<file path="config.mk">
export PLATFORM = sky130hd
export DESIGN_NAME = taxi_eth_tx_gbx_66_64
export DESIGN_NICKNAME = d
export VERILOG_FILES = /design/src/rtl/taxi_eth_pkg.sv /design/src/rtl/taxi_eth_gbx_seq_cnt.sv /design/src/rtl/taxi_eth_tx_gbx_66_64.sv
export SDC_FILE = /design/constraint.sdc
export NUM_CORES = 1
export LEC_CHECK = 0
export ABC_AREA = 1
export ABC_CLOCK_PERIOD_IN_PS = 4600
export CAP_MARGIN = 20
export CORE_MARGIN = 2
export CORE_UTILIZATION = 45
export CTS_BUF_LIST = sky130_fd_sc_hd__clkbuf_4
export DETAILED_ROUTE_END_ITERATION = 16
export PLACE_DENSITY = 0.68
export SLEW_MARGIN = 20
export SYNTH_ARGS = -nofsm -noshare
export SYNTH_HDL_FRONTEND = slang
export SYNTH_HIERARCHICAL = 1
export SYNTH_SLANG_ARGS = --single-unit
</file>
<file path="constraint.sdc">
create_clock -name clk -period 4.6 [get_ports clk]
set_input_delay 0.92 -clock clk [delete_from_list [all_inputs] [get_ports clk]]
set_output_delay 0.92 -clock clk [all_outputs]
set_load 0.01 [all_outputs]
</file>
<file path="src/rtl/taxi_eth_pkg.sv">
`default_nettype none
// ============================================================================
//  Module      : taxi_eth_pkg
//  Description : Shared constants and types for the 10G Ethernet PHY path.
//                Holds the 66:64 gearbox sequence length, the encoded block
//                width and the sequence counter type.
//  Revision    : 1.0  initial release
// ============================================================================
package taxi_eth_pkg;

   localparam int GBX_SEQ_LEN = 33;   // blocks+stall cycles per gearbox sequence
   localparam int GBX_BLK_W   = 66;   // 64-bit payload plus 2-bit sync header

   typedef logic [5:0] gbx_seq_t;

endpackage : taxi_eth_pkg
`default_nettype wire

</file>
<file path="src/rtl/taxi_eth_gbx_seq_cnt.sv">
`default_nettype none
// ============================================================================
//  Module      : taxi_eth_gbx_seq_cnt
//  Description : Free-running gearbox sequence counter (0..SEQ_LEN-1) with
//                decode of the PHY sequence-start and stall requests.
//  Ports       : clk, rst_n        clock, async active-low reset
//                o_seq_cnt         current position in the sequence
//                o_req_start       high at position 0 (outside reset)
//                o_req_stall       high at the last position
//  Revision    : 1.0  initial release
// ============================================================================
module taxi_eth_gbx_seq_cnt
   import taxi_eth_pkg::*;
#(
   parameter int SEQ_LEN = GBX_SEQ_LEN
) (
   input  logic     clk,
   input  logic     rst_n,
   output gbx_seq_t o_seq_cnt,
   output logic     o_req_start,
   output logic     o_req_stall
);

   localparam gbx_seq_t c_LAST = gbx_seq_t'(SEQ_LEN - 1);

   gbx_seq_t r_seq_cnt;

   always_ff @(posedge clk or negedge rst_n) begin
      if (!rst_n) begin
         r_seq_cnt <= '0;
      end else if (r_seq_cnt == c_LAST) begin
         r_seq_cnt <= '0;
      end else begin
         r_seq_cnt <= r_seq_cnt + gbx_seq_t'(1);
      end
   end

   assign o_seq_cnt   = r_seq_cnt;
   // Held low while in reset so every output of the gearbox reads zero then;
   // the counter already sits at 0, so the first cycle after release requests.
   assign o_req_start = rst_n && (r_seq_cnt == '0);
   assign o_req_stall = (r_seq_cnt == c_LAST);

endmodule : taxi_eth_gbx_seq_cnt
`default_nettype wire

</file>
<file path="src/rtl/taxi_eth_tx_gbx_66_64.sv">
`default_nettype none
// ============================================================================
//  Module      : taxi_eth_tx_gbx_66_64
//  Description : 66:64 transmit gearbox. Packs one 66-bit block per cycle
//                (none in the stall cycle) into one 64-bit word per cycle,
//                acting as sequence master towards the PHY.
//  Ports       : clk, rst_n                  clock, async active-low reset
//                serdes_tx_data/_valid       block payload from PHY
//                serdes_tx_hdr/_valid        sync header from PHY
//                serdes_tx_gbx_start         PHY marks first block of sequence
//                serdes_tx_gbx_req_start     sequence-start request to PHY
//                serdes_tx_gbx_req_stall     stall request to PHY
//                gt_tx_data/_valid           raw word to transceiver (bit 0 first)
//                stat_seq_err/_stall_err/_underflow   one-cycle error pulses
//  Revision    : 1.0  initial release
// ============================================================================
module taxi_eth_tx_gbx_66_64
   import taxi_eth_pkg::*;
#(
   parameter int DATA_W  = 64,
   parameter int HDR_W   = 2,
   parameter int SEQ_LEN = GBX_SEQ_LEN
) (
   input  logic              clk,
   input  logic              rst_n,
   input  logic [DATA_W-1:0] serdes_tx_data,
   input  logic              serdes_tx_data_valid,
   input  logic [HDR_W-1:0]  serdes_tx_hdr,
   input  logic              serdes_tx_hdr_valid,
   input  logic              serdes_tx_gbx_start,
   output logic              serdes_tx_gbx_req_start,
   output logic              serdes_tx_gbx_req_stall,
   output logic [DATA_W-1:0] gt_tx_data,
   output logic              gt_tx_data_valid,
   output logic              stat_seq_err,
   output logic              stat_stall_err,
   output logic              stat_underflow
);

   localparam int c_BLK_W = DATA_W + HDR_W;
   localparam int c_CAT_W = 2 * DATA_W;

   gbx_seq_t            w_seq_cnt;
   logic                w_req_start;
   logic                w_req_stall;
   logic                w_both_valid;
   logic                w_accept;
   logic [c_BLK_W-1:0]  w_blk;
   logic [6:0]          w_shift;
   logic [c_CAT_W-1:0]  w_cat;

   logic [DATA_W-1:0]   r_res;
   logic [DATA_W-1:0]   r_gt_data;
   logic                r_gt_valid;
   logic                r_seq_err;
   logic                r_stall_err;
   logic                r_underflow;

   taxi_eth_gbx_seq_cnt #(
      .SEQ_LEN     (SEQ_LEN)
   ) u_seq_cnt (
      .clk         (clk),
      .rst_n       (rst_n),
      .o_seq_cnt   (w_seq_cnt),
      .o_req_start (w_req_start),
      .o_req_stall (w_req_stall)
   );

   assign w_both_valid = serdes_tx_data_valid && serdes_tx_hdr_valid;
   assign w_accept     = w_both_valid && !w_req_stall;

   // A missing block becomes all zeros so the bit count per sequence holds.
   assign w_blk   = w_accept ? {serdes_tx_data, serdes_tx_hdr} : '0;

   // Residue holds 2k valid bits at position k; bits above that are always
   // zero, so the new block can be OR-ed in directly above them.
   assign w_shift = {w_seq_cnt, 1'b0};
   assign w_cat   = (c_CAT_W'(w_blk) << w_shift) | c_CAT_W'(r_res);

   always_ff @(posedge clk or negedge rst_n) begin
      if (!rst_n) begin
         r_res       <= '0;
         r_gt_data   <= '0;
         r_gt_valid  <= 1'b0;
         r_seq_err   <= 1'b0;
         r_stall_err <= 1'b0;
         r_underflow <= 1'b0;
      end else begin
         if (w_req_stall) begin
            // Residue is exactly 64 bits here: flush it as a whole word.
            r_gt_data <= r_res;
            r_res     <= '0;
         end else begin
            r_gt_data <= w_cat[DATA_W-1:0];
            r_res     <= w_cat[c_CAT_W-1:DATA_W];
         end
         r_gt_valid  <= r_gt_valid ||
                        (w_accept && serdes_tx_gbx_start && (w_seq_cnt == '0));
         r_seq_err   <= w_accept && (serdes_tx_gbx_start != (w_seq_cnt == '0));
         r_stall_err <= w_req_stall && w_both_valid;
         r_underflow <= (!w_req_stall && !w_accept) ||
                        (serdes_tx_data_valid != serdes_tx_hdr_valid);
      end
   end

   assign serdes_tx_gbx_req_start = w_req_start;
   assign serdes_tx_gbx_req_stall = w_req_stall;
   assign gt_tx_data              = r_gt_data;
   assign gt_tx_data_valid        = r_gt_valid;
   assign stat_seq_err            = r_seq_err;
   assign stat_stall_err          = r_stall_err;
   assign stat_underflow          = r_underflow;

endmodule : taxi_eth_tx_gbx_66_64
`default_nettype wire

</file>
==> results.tsv <==
stage	metric	value	unit
status	status	finished, final reports clean	
drt	DRC viols	0	
power	leakage	5.98	nW
place	Placement Setup Slack	1090	ps
drt	Wirelength per Cell	22.1	um
clock_tree	CTS tree	built	
critical_path	CP Max Fanout	60	
clock_tree	CTS HTree Levels	4	
critical_path	Worst Path Required	5080	ps
floorplanning	FP Rows	54	
clock_tree	# resized after CTS	0	
clock_tree	CTS sink count	138	
global_routing	global route overflow	0	
place	detailed placement HPWL	30100	um
drt	DR iter-0 viols	1686	
sta	setup_tns	0	ps
sta	Setup Viol. Count Final	0	
sta	Final Cycle Share	68.8	%
final_layout	Layout Nets	1675	
logic_synthesis	number of synthesized register bits	138	
critical_path	slowest CP cell	clkinv_2	
sta	Worst Clk Skew	43.8	ps
hold_path	Hold/Removal Path Class	in -> async	
floorplanning	core area	21800	um^2
logic_synthesis	Primary FF master, synth	dfrtp_1	
sta	worst slew pin tran	997	ps
drt	Routed Antenna Nets	0	
sta	hold slack	151	ps
sta	Peak Freq	0.316	GHz
sta	unrepaired setup endpoints after global routing	false	
critical_path	start point of the critical path	u_seq_cnt/o_seq_cnt[3]	
sta	Worst Slack Setup Final	1430	ps
logic_synthesis	fraction of registers with async set/reset	100	%
logic_synthesis	synth top area cells	dfrtp_1 34%, nand3_1 32%, nand2_1 13%, inv_1 4.2%, nand4_1 3.8%	
place	port bufs	140	
clock_tree	worst skew pair latency	610	ps
final_layout	area delta synth->final	17.9	%
final_layout	Non-Filler Instances	1895	
clock_tree	worst-case clock buffer depth	2	
global_routing	GRT Util Overall	35.6	%
floorplanning	die area	23500	um^2
final_layout	layout cells sized above 1	4.96	%
sta	Slew Limit Fails	0	
sta	Final min period	3170	ps
clock_tree	# hold bufs at CTS	0	
drt	vias	11728	
logic_synthesis	Netlist Area Pre-Place	10000	um^2
critical_path	Setup Crit Path Kind	reg -> reg	
logic_synthesis	Post-Syn Instances	1543	
clock_tree	post-CTS setup buffer count	0	
drt	DR vias/cell	6.19	
drt	final WL	41800	um
place	GP Congestion	1.03	
critical_path	worst path cell trace	buf_4 > clkinv_2 > nand3_1 > nand3_1 > o21bai_1	
global_routing	number of global-route vias before repair	10691	
sta	Fin. Hold Viols	0	
sta	Worst slew margin	33.5	%
logic_synthesis	YS warnings	6	
global_routing	antenna violations before repair	1	
floorplanning	die extent in y	153	um
critical_path	crit path DAT	3640	ps
critical_path	critical path launch point type	register	
global_routing	largest net degree at the start of global routing	83	
logic_synthesis	Yosys top cell area share	34.5	%
logic_synthesis	Synth cell types	29	
logic_synthesis	Post-synth EDFFs	0	
final_layout	fin util	54.1	%
critical_path	most used cell, CP	nand3_1	
logic_synthesis	syn_area_per_cell	6.49	um^2
logic_synthesis	Synthesized Nets	1617	
clock_tree	cts bufs inserted	17	
run	Max-cap violations	0	
floorplanning	Die W	153	um
floorplanning	Initial Util	45.9	%
logic_synthesis	Synth area leader	dfrtp_1	
critical_path	reg2reg start	u_seq_cnt/o_seq_cnt[3]	
logic_synthesis	Seq/Total Area, Yosys	34.5	%
drt	TritonRoute pass-1 iters	9	
critical_path	crit end category	register	
power	pwr/cell area	224	nW/um^2
clock_tree	CTS Root Cell	clkbuf_4	
final_layout	# fillers	2213	
floorplanning	number of I/O pins	141	
place	Placed Cells	1862	
global_routing	global-route wire length before repair	64500	um
critical_path	slowest stage delay, CP	980	ps
clock_tree	CTS clk-pin slew, worst paths	180	ps
power	worst vdd ir	0.126	mV
-- power breakdown --
part / total (W) / leakage, nW / internal [W] / switching, W
Combinational: 0.000340 / 3.94 / 0.000145 / 0.000195
Sequential: 0.00126 / 1.86 / 0.00125 / 0.0000125
Clock: 0.00104 / 0.187 / 0.000457 / 0.000583
-- stage by stage --
step                      power (W)  area, um^2
after global placement      0.00161       11400
after floorplan             0.00142       10000
after CTS                   0.00265       11800
after global routing        0.00273       11800
after detailed placement    0.00162       11400
final                       0.00264       11800
-- routing by layer --
layer  up-vias  part of all wire (%)  track usage, %
met1      5506                    41            48.7
met5         -                     0               0
met2       727                    44            54.0
met3       128                   8.9            5.19
met4         0                   6.5            20.3
li1       5367                     -               -
-- sequential cells by signal, summed over array words and instances, names as in the netlist --
name,cells
gt_tx_data,64
stat_underflow,1
stat_seq_err,1
stat_stall_err,1
r_res,64
u_seq_cnt/o_seq_cnt,6
gt_tx_data_valid,1
-- worst paths after layout --
check	endpoint	slack, ps	cells past startpoint
setup reg to reg	gt_tx_data[16]	1430	5
hold / removal	r_res[56]	150	1
min in group clk	gt_tx_data[43]	440	2
hold reg to reg	gt_tx_data[43]	440	2
max in group asynchronous	gt_tx_data[34]	2910	3
setup / recovery	gt_tx_data[16]	1430	5
-- cell usage in the layout (no fill, tap or decap), drive strengths merged, types with 2 or more instances in the layout --
| cell | instances |
|---|---|
| dfrtp | 138 |
| o21bai | 34 |
| o21ai | 24 |
| nand3 | 639 |
| nor4 | 2 |
| bufinv | 4 |
| buf | 26 |
| o21a | 2 |
| a21oi | 3 |
| nor2 | 34 |
| nand2 | 353 |
| clkinv | 2 |
| inv | 127 |
| ha | 3 |
| clkdlybuf4s50 | 139 |
| nand4 | 61 |
| xor2 | 2 |
| clkbuf | 17 |
-- cells by family after synthesis --
group                    share of synthesized area [%]
AO/OA/AOI/OAI                                     4.25
XOR/XNOR                                         0.262
flip-flops                                        34.5
AND/OR/NAND/NOR                                   50.7
adder cells (fa/ha/maj)                          0.375
buffers and inverters                             9.92
-- cells in the mapped netlist (all sizes together), types with 2 or more instances --
cell    number
nand3      639
nand2      353
dfrtp      138
inv        119
buf         74
nand4       61
clkbuf      52
nor2        34
o21bai      34
o21ai       24
a21oi        3
ha           3
nor4         2
o21a         2
xor2         2
-- worst max-delay path: cells and delay by family, from the launching register on --
kind                   cells  cell delay (ps)
AOI/OAI and AO/OA          1              320
DFF                        1              390
buffers and inverters      2             1570
and+or+nand+nor            2              680
-- final cells by class --
type / instances / area (um^2) / share of cell area, %
Antenna cell: 1 / 2.50 / 0.0212
Inverter: 119 / 448 / 3.79
Sequential cell: 138 / 3460 / 29.3
Clock buffer: 17 / 128 / 1.08
Timing Repair Buffer: 165 / 1620 / 13.7
Clock inverter: 15 / 230 / 1.95
Multi-Input combinational cell: 1160 / 5570 / 47.2
Tap cell: 280 / 350 / 2.97
(Power assumes the default switching activity.)
